===== config.mk =====
export PLATFORM = sky130hd
export DESIGN_NAME = aes_ct_serializer
export DESIGN_NICKNAME = d
export VERILOG_FILES = /design/src/rtl/aes_ct_serializer.sv
export SDC_FILE = /design/constraint.sdc
export NUM_CORES = 1
export LEC_CHECK = 0
export BUFFER_PORTS_ARGS = -buffer_cell sky130_fd_sc_hd__buf_4
export CORE_ASPECT_RATIO = 1.5
export CORE_MARGIN = 8
export CORE_UTILIZATION = 50
export CTS_BUF_LIST = sky130_fd_sc_hd__clkbuf_4 sky130_fd_sc_hd__clkbuf_8
export DETAILED_ROUTE_END_ITERATION = 16
export GPL_ROUTABILITY_DRIVEN = 0
export GPL_TIMING_DRIVEN = 1
export PLACE_DENSITY = 0.7
export SETUP_SLACK_MARGIN = 0.3
export SLEW_MARGIN = 20
export SYNTH_ARGS = -nofsm -noshare
export SYNTH_HDL_FRONTEND = slang
export SYNTH_SLANG_ARGS = --single-unit

===== constraint.sdc =====
create_clock -name clk -period 16.5 [get_ports clk]
set_clock_uncertainty 0.2 [all_clocks]
set_input_delay 2.475 -clock clk [delete_from_list [all_inputs] [get_ports clk]]
set_output_delay 2.475 -clock clk [all_outputs]
set_load 0.02 [all_outputs]

===== src/rtl/aes_ct_serializer.sv =====
// -----------------------------------------------------------------------------
// aes_ct_serializer
//
// Purpose:
//   Sits behind the AES encryptor. Each completed 128-bit ciphertext arrives
//   with a one-cycle strobe and is captured into a small block FIFO. The head
//   block is then streamed out one byte per transfer, MSB byte first, over a
//   byte-wide valid/ready interface. This lets a fixed-latency encryptor feed
//   a consumer that applies back-pressure (UART/SPI transmitter, host bus).
//
// Parameters:
//   ADDR_W       log2 of the FIFO depth in 128-bit blocks (DEPTH = 2**ADDR_W).
//                Must be at least 1.
//
// Ports:
//   clk          clock, rising edge
//   rst          synchronous, active-high reset
//   ct_in        ciphertext block; bits [127:120] are transmitted first
//   ct_valid     one-cycle strobe qualifying ct_in
//   out_data     current output byte (registered)
//   out_valid    out_data holds a valid byte
//   out_ready    consumer accepts the byte (transfer = out_valid && out_ready)
//   out_last     asserted with the 16th byte of a block
//   overflow     sticky; set when a ct_valid strobe had to be dropped
//   blocks_sent  number of fully transmitted blocks, wraps modulo 2**16
// -----------------------------------------------------------------------------
module aes_ct_serializer #(
    parameter int ADDR_W = 1
) (
    input  logic         clk,
    input  logic         rst,
    input  logic [127:0] ct_in,
    input  logic         ct_valid,
    output logic [7:0]   out_data,
    output logic         out_valid,
    input  logic         out_ready,
    output logic         out_last,
    output logic         overflow,
    output logic [15:0]  blocks_sent
);

    localparam int DEPTH = 2 ** ADDR_W;

    localparam logic [ADDR_W:0]   FULL_CNT = (ADDR_W + 1)'(DEPTH);
    localparam logic [ADDR_W:0]   CNT_ONE  = (ADDR_W + 1)'(1);
    localparam logic [ADDR_W-1:0] PTR_ONE  = ADDR_W'(1);
    localparam logic [3:0]        LAST_IDX = 4'd15;

    typedef enum logic {
        IDLE = 1'b0,
        SEND = 1'b1
    } state_t;

    state_t            state;

    // Block storage and FIFO bookkeeping
    logic [127:0]      mem [DEPTH];
    logic [ADDR_W-1:0] wr_ptr;
    logic [ADDR_W-1:0] rd_ptr;
    logic [ADDR_W:0]   count;

    // Byte position within the head block (0 = bits [127:120])
    logic [3:0]        idx;

    // Next-cycle values, computed combinationally and registered below
    logic              xfer;
    logic              pop;
    logic              push;
    logic [ADDR_W:0]   count_after_pop;
    logic [ADDR_W:0]   count_nxt;
    logic [ADDR_W-1:0] rd_ptr_nxt;
    logic              head_is_new;
    logic [127:0]      head_nxt;
    logic              send_nxt;
    logic [3:0]        idx_nxt;
    logic [7:0]        out_data_nxt;

    // Byte i of a block, byte 0 being the most significant. The bit offset of
    // byte i is 8*(15-i), which for a 4-bit i is simply {~i, 3'b000}.
    function automatic logic [7:0] byte_sel(input logic [127:0] blk,
                                            input logic [3:0]   i);
        logic [6:0] lsb;
        lsb = {~i, 3'b000};
        return blk[lsb +: 8];
    endfunction

    always_comb begin
        xfer = (state == SEND) && out_ready;

        // The head block is retired on the transfer of its last byte.
        pop = xfer && (idx == LAST_IDX);

        // A full FIFO can still accept a block if a slot frees this cycle.
        push = ct_valid && ((count != FULL_CNT) || pop);

        count_after_pop = pop ? (count - CNT_ONE) : count;
        count_nxt       = push ? (count_after_pop + CNT_ONE) : count_after_pop;

        rd_ptr_nxt = pop ? (rd_ptr + PTR_ONE) : rd_ptr;

        // If the incoming block becomes the head right away (FIFO empty once
        // any pop is accounted for), it is not in the array yet; bypass it so
        // byte 0 appears one cycle after the strobe.
        head_is_new = push && (count_after_pop == '0);
        head_nxt    = head_is_new ? ct_in : mem[rd_ptr_nxt];

        // Whenever anything is buffered we are (or stay) in SEND; this also
        // gives bubble-free back-to-back blocks after a pop.
        send_nxt = (count_nxt != '0);

        // idx wraps 15 -> 0 naturally on the pop transfer.
        if (!send_nxt) begin
            idx_nxt = 4'd0;
        end else if (xfer) begin
            idx_nxt = idx + 4'd1;
        end else begin
            idx_nxt = idx;
        end

        out_data_nxt = send_nxt ? byte_sel(head_nxt, idx_nxt) : 8'd0;
    end

    // FSM, FIFO control and registered outputs
    always_ff @(posedge clk) begin
        if (rst) begin
            state       <= IDLE;
            wr_ptr      <= '0;
            rd_ptr      <= '0;
            count       <= '0;
            idx         <= 4'd0;
            out_data    <= 8'd0;
            out_valid   <= 1'b0;
            out_last    <= 1'b0;
            overflow    <= 1'b0;
            blocks_sent <= 16'd0;
        end else begin
            case (state)
                IDLE: state <= send_nxt ? SEND : IDLE;
                SEND: state <= send_nxt ? SEND : IDLE;
                default: state <= IDLE;
            endcase

            if (push) begin
                wr_ptr <= wr_ptr + PTR_ONE;
            end
            rd_ptr <= rd_ptr_nxt;
            count  <= count_nxt;
            idx    <= idx_nxt;

            out_data  <= out_data_nxt;
            out_valid <= send_nxt;
            out_last  <= send_nxt && (idx_nxt == LAST_IDX);

            if (pop) begin
                blocks_sent <= blocks_sent + 16'd1;
            end

            // A strobe that could not be stored is lost; remember that.
            if (ct_valid && !push) begin
                overflow <= 1'b1;
            end
        end
    end

    // Block storage is data only and needs no reset; writes are suppressed
    // during reset so a strobe in that cycle leaves no trace.
    always_ff @(posedge clk) begin
        if (push && !rst) begin
            mem[wr_ptr] <= ct_in;
        end
    end

endmodule


==> results.json <==
{
  "pre_cts_ws_ns": 9.66,
  "timing.critical_path.to_type": "flop",
  "power.static_leakage_nw": 5.37,
  "maxCapViolations": 0,
  "max-clock-path-buffers": 3,
  "total_power_mw": 1.67,
  "antenna_violating_nets_post_route": 0,
  "layout_min_cycle_time_ns": 6.33,
  "edff_count_synth": 256,
  "mappedNetlistArea_um2": 12800,
  "htree_num_levels": 2,
  "post-cts-setup-buffer-count": 0,
  "antenna_violations_before_repair": 1,
  "internal_power_mw": 1.23,
  "port-buffer-count": 158,
  "die_h_um": 212,
  "timing.critical_path.required_ns": 16.73,
  "synth_area_leader_cell": "sky130_fd_sc_hd__edfxtp_1",
  "cpMostUsedCell": "sky130_fd_sc_hd__buf_4",
  "fin_crit_sh_pct": 38.4,
  "cts_made_buffers": 45,
  "post_synthesis_area_per_instance_um2": 11.9,
  "setup.worst_path.class": "in -> reg",
  "hold_violations": 0,
  "report.final.slew_viol_count": 0,
  "comb_power_share_pct": 13.8,
  "floorplan.initialDensity_pct": 50.8,
  "layout.area.seq_um2": 8390,
  "routed-via-count": 9514,
  "floorplan.core_area_um2": 25100,
  "wl_per_cell_um": 21.9,
  "multi_input_area_um2": 4080,
  "area_growth_pct": 18.2,
  "fraction_of_the_core_area_covered_by_cells_at_the_end_of_the_flow_pct": 60.1,
  "timing.hold.worst.start": "overflow$_SDFFE_PP0P_",
  "post-place-cells": 1503,
  "powerDensity_nw_per_um2": 111,
  "cts_hold_buf": 0,
  "grt_overflow": 0,
  "floorplan.die_area_um2": 31000,
  "tritoncts_clock_tree": "built",
  "synth_largest_type_area_fraction_pct": 60.2,
  "synthDistinctLibCells": 66,
  "critical_path.max_fanout": 95,
  "layout_setup_ws_ns": 10.17,
  "switchingPower_mw": 0.435,
  "first_global_vias": 9551,
  "cts-root-buf": "sky130_fd_sc_hd__clkbuf_8",
  "grt_first_pass_wirelength_um": 53400,
  "cp-start-kind": "primary input",
  "clkSlewWorstSetupHoldPaths_ns": 0.06,
  "synth_seq_cells": 291,
  "timing.fmax_mhz": 158,
  "critical_path.cell_chain": "buf_4 > nand4_2 > nor2_1 > xnor2_1 > ha_1 > nand2_1 > or2_4 > buf_4 > a311oi_1 > o21ai_0 > o211ai_1 > or4_1",
  "power.switching_fraction_pct": 26.1,
  "drtIter0Drc": 981,
  "worst_r2r_startpoint": "idx[0]$_SDFF_PP0_",
  "grt_start_max_net_pins": 96,
  "holdCritPathClass": "reg -> reg",
  "drc": 0,
  "first_pass_iters": 5,
  "grt_usage_pct": 22.0,
  "slowest_stage": "sky130_fd_sc_hd__buf_4",
  "drive_above_1_share_pct": 22.1,
  "ys_seq_area_share_pct": 65.6,
  "ios": 159,
  "drt_wl_total_um": 34700,
  "fillerInstances": 2012,
  "synthesis.nets": 1210,
  "worst_slew_margin_rel_pct": 27.3,
  "rows": 71,
  "clock_sink_count": 291,
  "synth_instances": 1074,
  "ys_top_cells_by_area": "sky130_fd_sc_hd__edfxtp_1 60%, sky130_fd_sc_hd__nand2_1 5.9%, sky130_fd_sc_hd__dfxtp_1 5.5%, sky130_fd_sc_hd__o21ai_0 4.2%, sky130_fd_sc_hd__a31oi_1 3.0%",
  "ys_async_sr_fraction_pct": 0,
  "worstPathArrival_ns": 6.56,
  "finalNonFillerCells": 1585,
  "unrepaired_setup_endpoints_after_global_routing": "false",
  "crit_path_start": "out_ready",
  "routed_via_density": 6.00,
  "peakVddDrop_mv": 0.0746,
  "clk-insertion-delay-late_ns": 0.57,
  "setup-tns-final_ns": 0,
  "max_stage_delay_ns": 0.77,
  "run_status": "complete, no violations",
  "fp.dieW_um": 147,
  "synthesis.yosys.warnings": 0,
  "layout.nets": 1358,
  "worst_pin_slew_ns": 1.08,
  "ctsResizeCount": 0,
  "synth_flop_cell": "sky130_fd_sc_hd__edfxtp_1",
  "detailed_place_hpwl_um": 22300,
  "setup-violations-final": 0,
  "share_seq_of_total_power_pct": 51.1,
  "clock_power_share_pct": 35.2
}
critical path: cells and delay by family:
| family | cells | cell delay, ns |
|---|---|---|
| simple gates | 5 | 2.18 |
| buf+inv | 2 | 0.87 |
| compound gates | 3 | 0.61 |
| fa+ha+maj | 1 | 0.21 |
| xor+xnor | 1 | 0.13 |
sequential cells by signal, summed over array words and instances (netlist names):
register	cells
idx	4
out_last	1
overflow	1
blocks_sent	16
rd_ptr	1
out_data	8
mem	256
out_valid	1
count	2
wr_ptr	1
metal layers:
metal  wire, µm  track usage [%]  part of all wire [%]
met4       1770             12.2                   5.1
met3       2610             4.87                   7.5
met5          0                0                     0
met1      13200             26.1                    38
met2      17200             36.8                    49
Yosys cell counts, types with 5 or more instances:
cell and instances:
sky130_fd_sc_hd__dfxtp_1 35, sky130_fd_sc_hd__edfxtp_1 256, sky130_fd_sc_hd__o21ai_0 106, sky130_fd_sc_hd__buf_1 7, sky130_fd_sc_hd__mux2i_1 8, sky130_fd_sc_hd__buf_2 29, sky130_fd_sc_hd__nand3_1 29, sky130_fd_sc_hd__nor3_1 16
sky130_fd_sc_hd__xor2_1 11, sky130_fd_sc_hd__inv_1 5, sky130_fd_sc_hd__or3_1 5, sky130_fd_sc_hd__a311oi_1 28, sky130_fd_sc_hd__a211oi_1 20, sky130_fd_sc_hd__xnor2_1 7, sky130_fd_sc_hd__o211ai_1 8, sky130_fd_sc_hd__a21oi_1 41
sky130_fd_sc_hd__clkbuf_1 34, sky130_fd_sc_hd__nand4_1 6, sky130_fd_sc_hd__o32a_1 5, sky130_fd_sc_hd__nand2_1 200, sky130_fd_sc_hd__and3_1 25, sky130_fd_sc_hd__a31oi_1 62, sky130_fd_sc_hd__nor2_1 55
cells in the final DEF (no fill, tap or decap), types with 5 or more instances in the layout:
cell type	Yosys	layout
sky130_fd_sc_hd__buf_4	4	176
sky130_fd_sc_hd__inv_1	5	5
sky130_fd_sc_hd__clkbuf_8	0	50
sky130_fd_sc_hd__nand3_1	29	29
sky130_fd_sc_hd__o211ai_1	8	8
sky130_fd_sc_hd__dfxtp_1	35	35
sky130_fd_sc_hd__a31oi_1	62	62
sky130_fd_sc_hd__nor3_1	16	15
sky130_fd_sc_hd__xor2_1	11	10
sky130_fd_sc_hd__xnor2_1	7	6
sky130_fd_sc_hd__mux2i_1	8	7
sky130_fd_sc_hd__or3_1	5	5
sky130_fd_sc_hd__nor2_1	55	53
sky130_fd_sc_hd__o21ai_0	106	106
sky130_fd_sc_hd__clkinv_1	0	10
sky130_fd_sc_hd__a21oi_1	41	41
sky130_fd_sc_hd__and3_1	25	25
sky130_fd_sc_hd__clkbuf_4	0	14
sky130_fd_sc_hd__nand2_1	200	200
sky130_fd_sc_hd__a311oi_1	28	28
sky130_fd_sc_hd__o32a_1	5	5
sky130_fd_sc_hd__nand4_1	6	6
sky130_fd_sc_hd__a211oi_1	20	20
sky130_fd_sc_hd__edfxtp_1	256	256
per-stage QoR:
stage	hold slack, ns	area (µm²)
floorplan	0.294	12800
global placement	0.258	14200
detailed placement	0.270	14200
CTS	0.287	15100
global route	0.334	15100
finish	0.286	15100
layout make-up:
cell class / instances / area share, %
Antenna cell: 1 / 0.0166
Clock buffer: 64 / 5.25
Clock inverter: 17 / 0.539
Inverter: 6 / 0.149
Multi-Input combinational cell: 702 / 27.0
Sequential cell: 291 / 55.6
Tap cell: 328 / 2.72
Timing Repair Buffer: 176 / 8.75
power groups by stage:
stage	combinational (mW)	sequential (mW)	clock [mW]
3_5_place_dp	0.228	0.867	0
2_1_floorplan	0.133	0.877	0
3_3_place_gp	0.224	0.867	0
6_report	0.230	0.852	0.587
4_1_cts	0.229	0.852	0.596
5_1_grt	0.252	0.854	0.628
cell families after synthesis:
group / after synthesis / share of synthesized area [%]
AND/OR/NAND/NOR: 357 / 12.3
AO/OA/AOI/OAI: 307 / 15.8
flip-flops: 291 / 65.6
buffers and inverters: 81 / 2.84
XOR/XNOR: 18 / 1.23
multiplexers: 16 / 1.86
adder cells (fa/ha/maj): 4 / 0.392
path summary, 6_finish.rpt:
path | to | depth (start not counted) | slack [ns]
setup reg to reg | out_data[4]$_SDFF_PP0_ | 12 | 11.29
hold reg to reg | overflow$_SDFFE_PP0P_ | 2 | 0.29
setup / recovery | out_data[4]$_SDFF_PP0_ | 12 | 10.17
hold / removal | overflow$_SDFFE_PP0P_ | 2 | 0.29
Note: power is estimated with default switching activity, not from simulation.
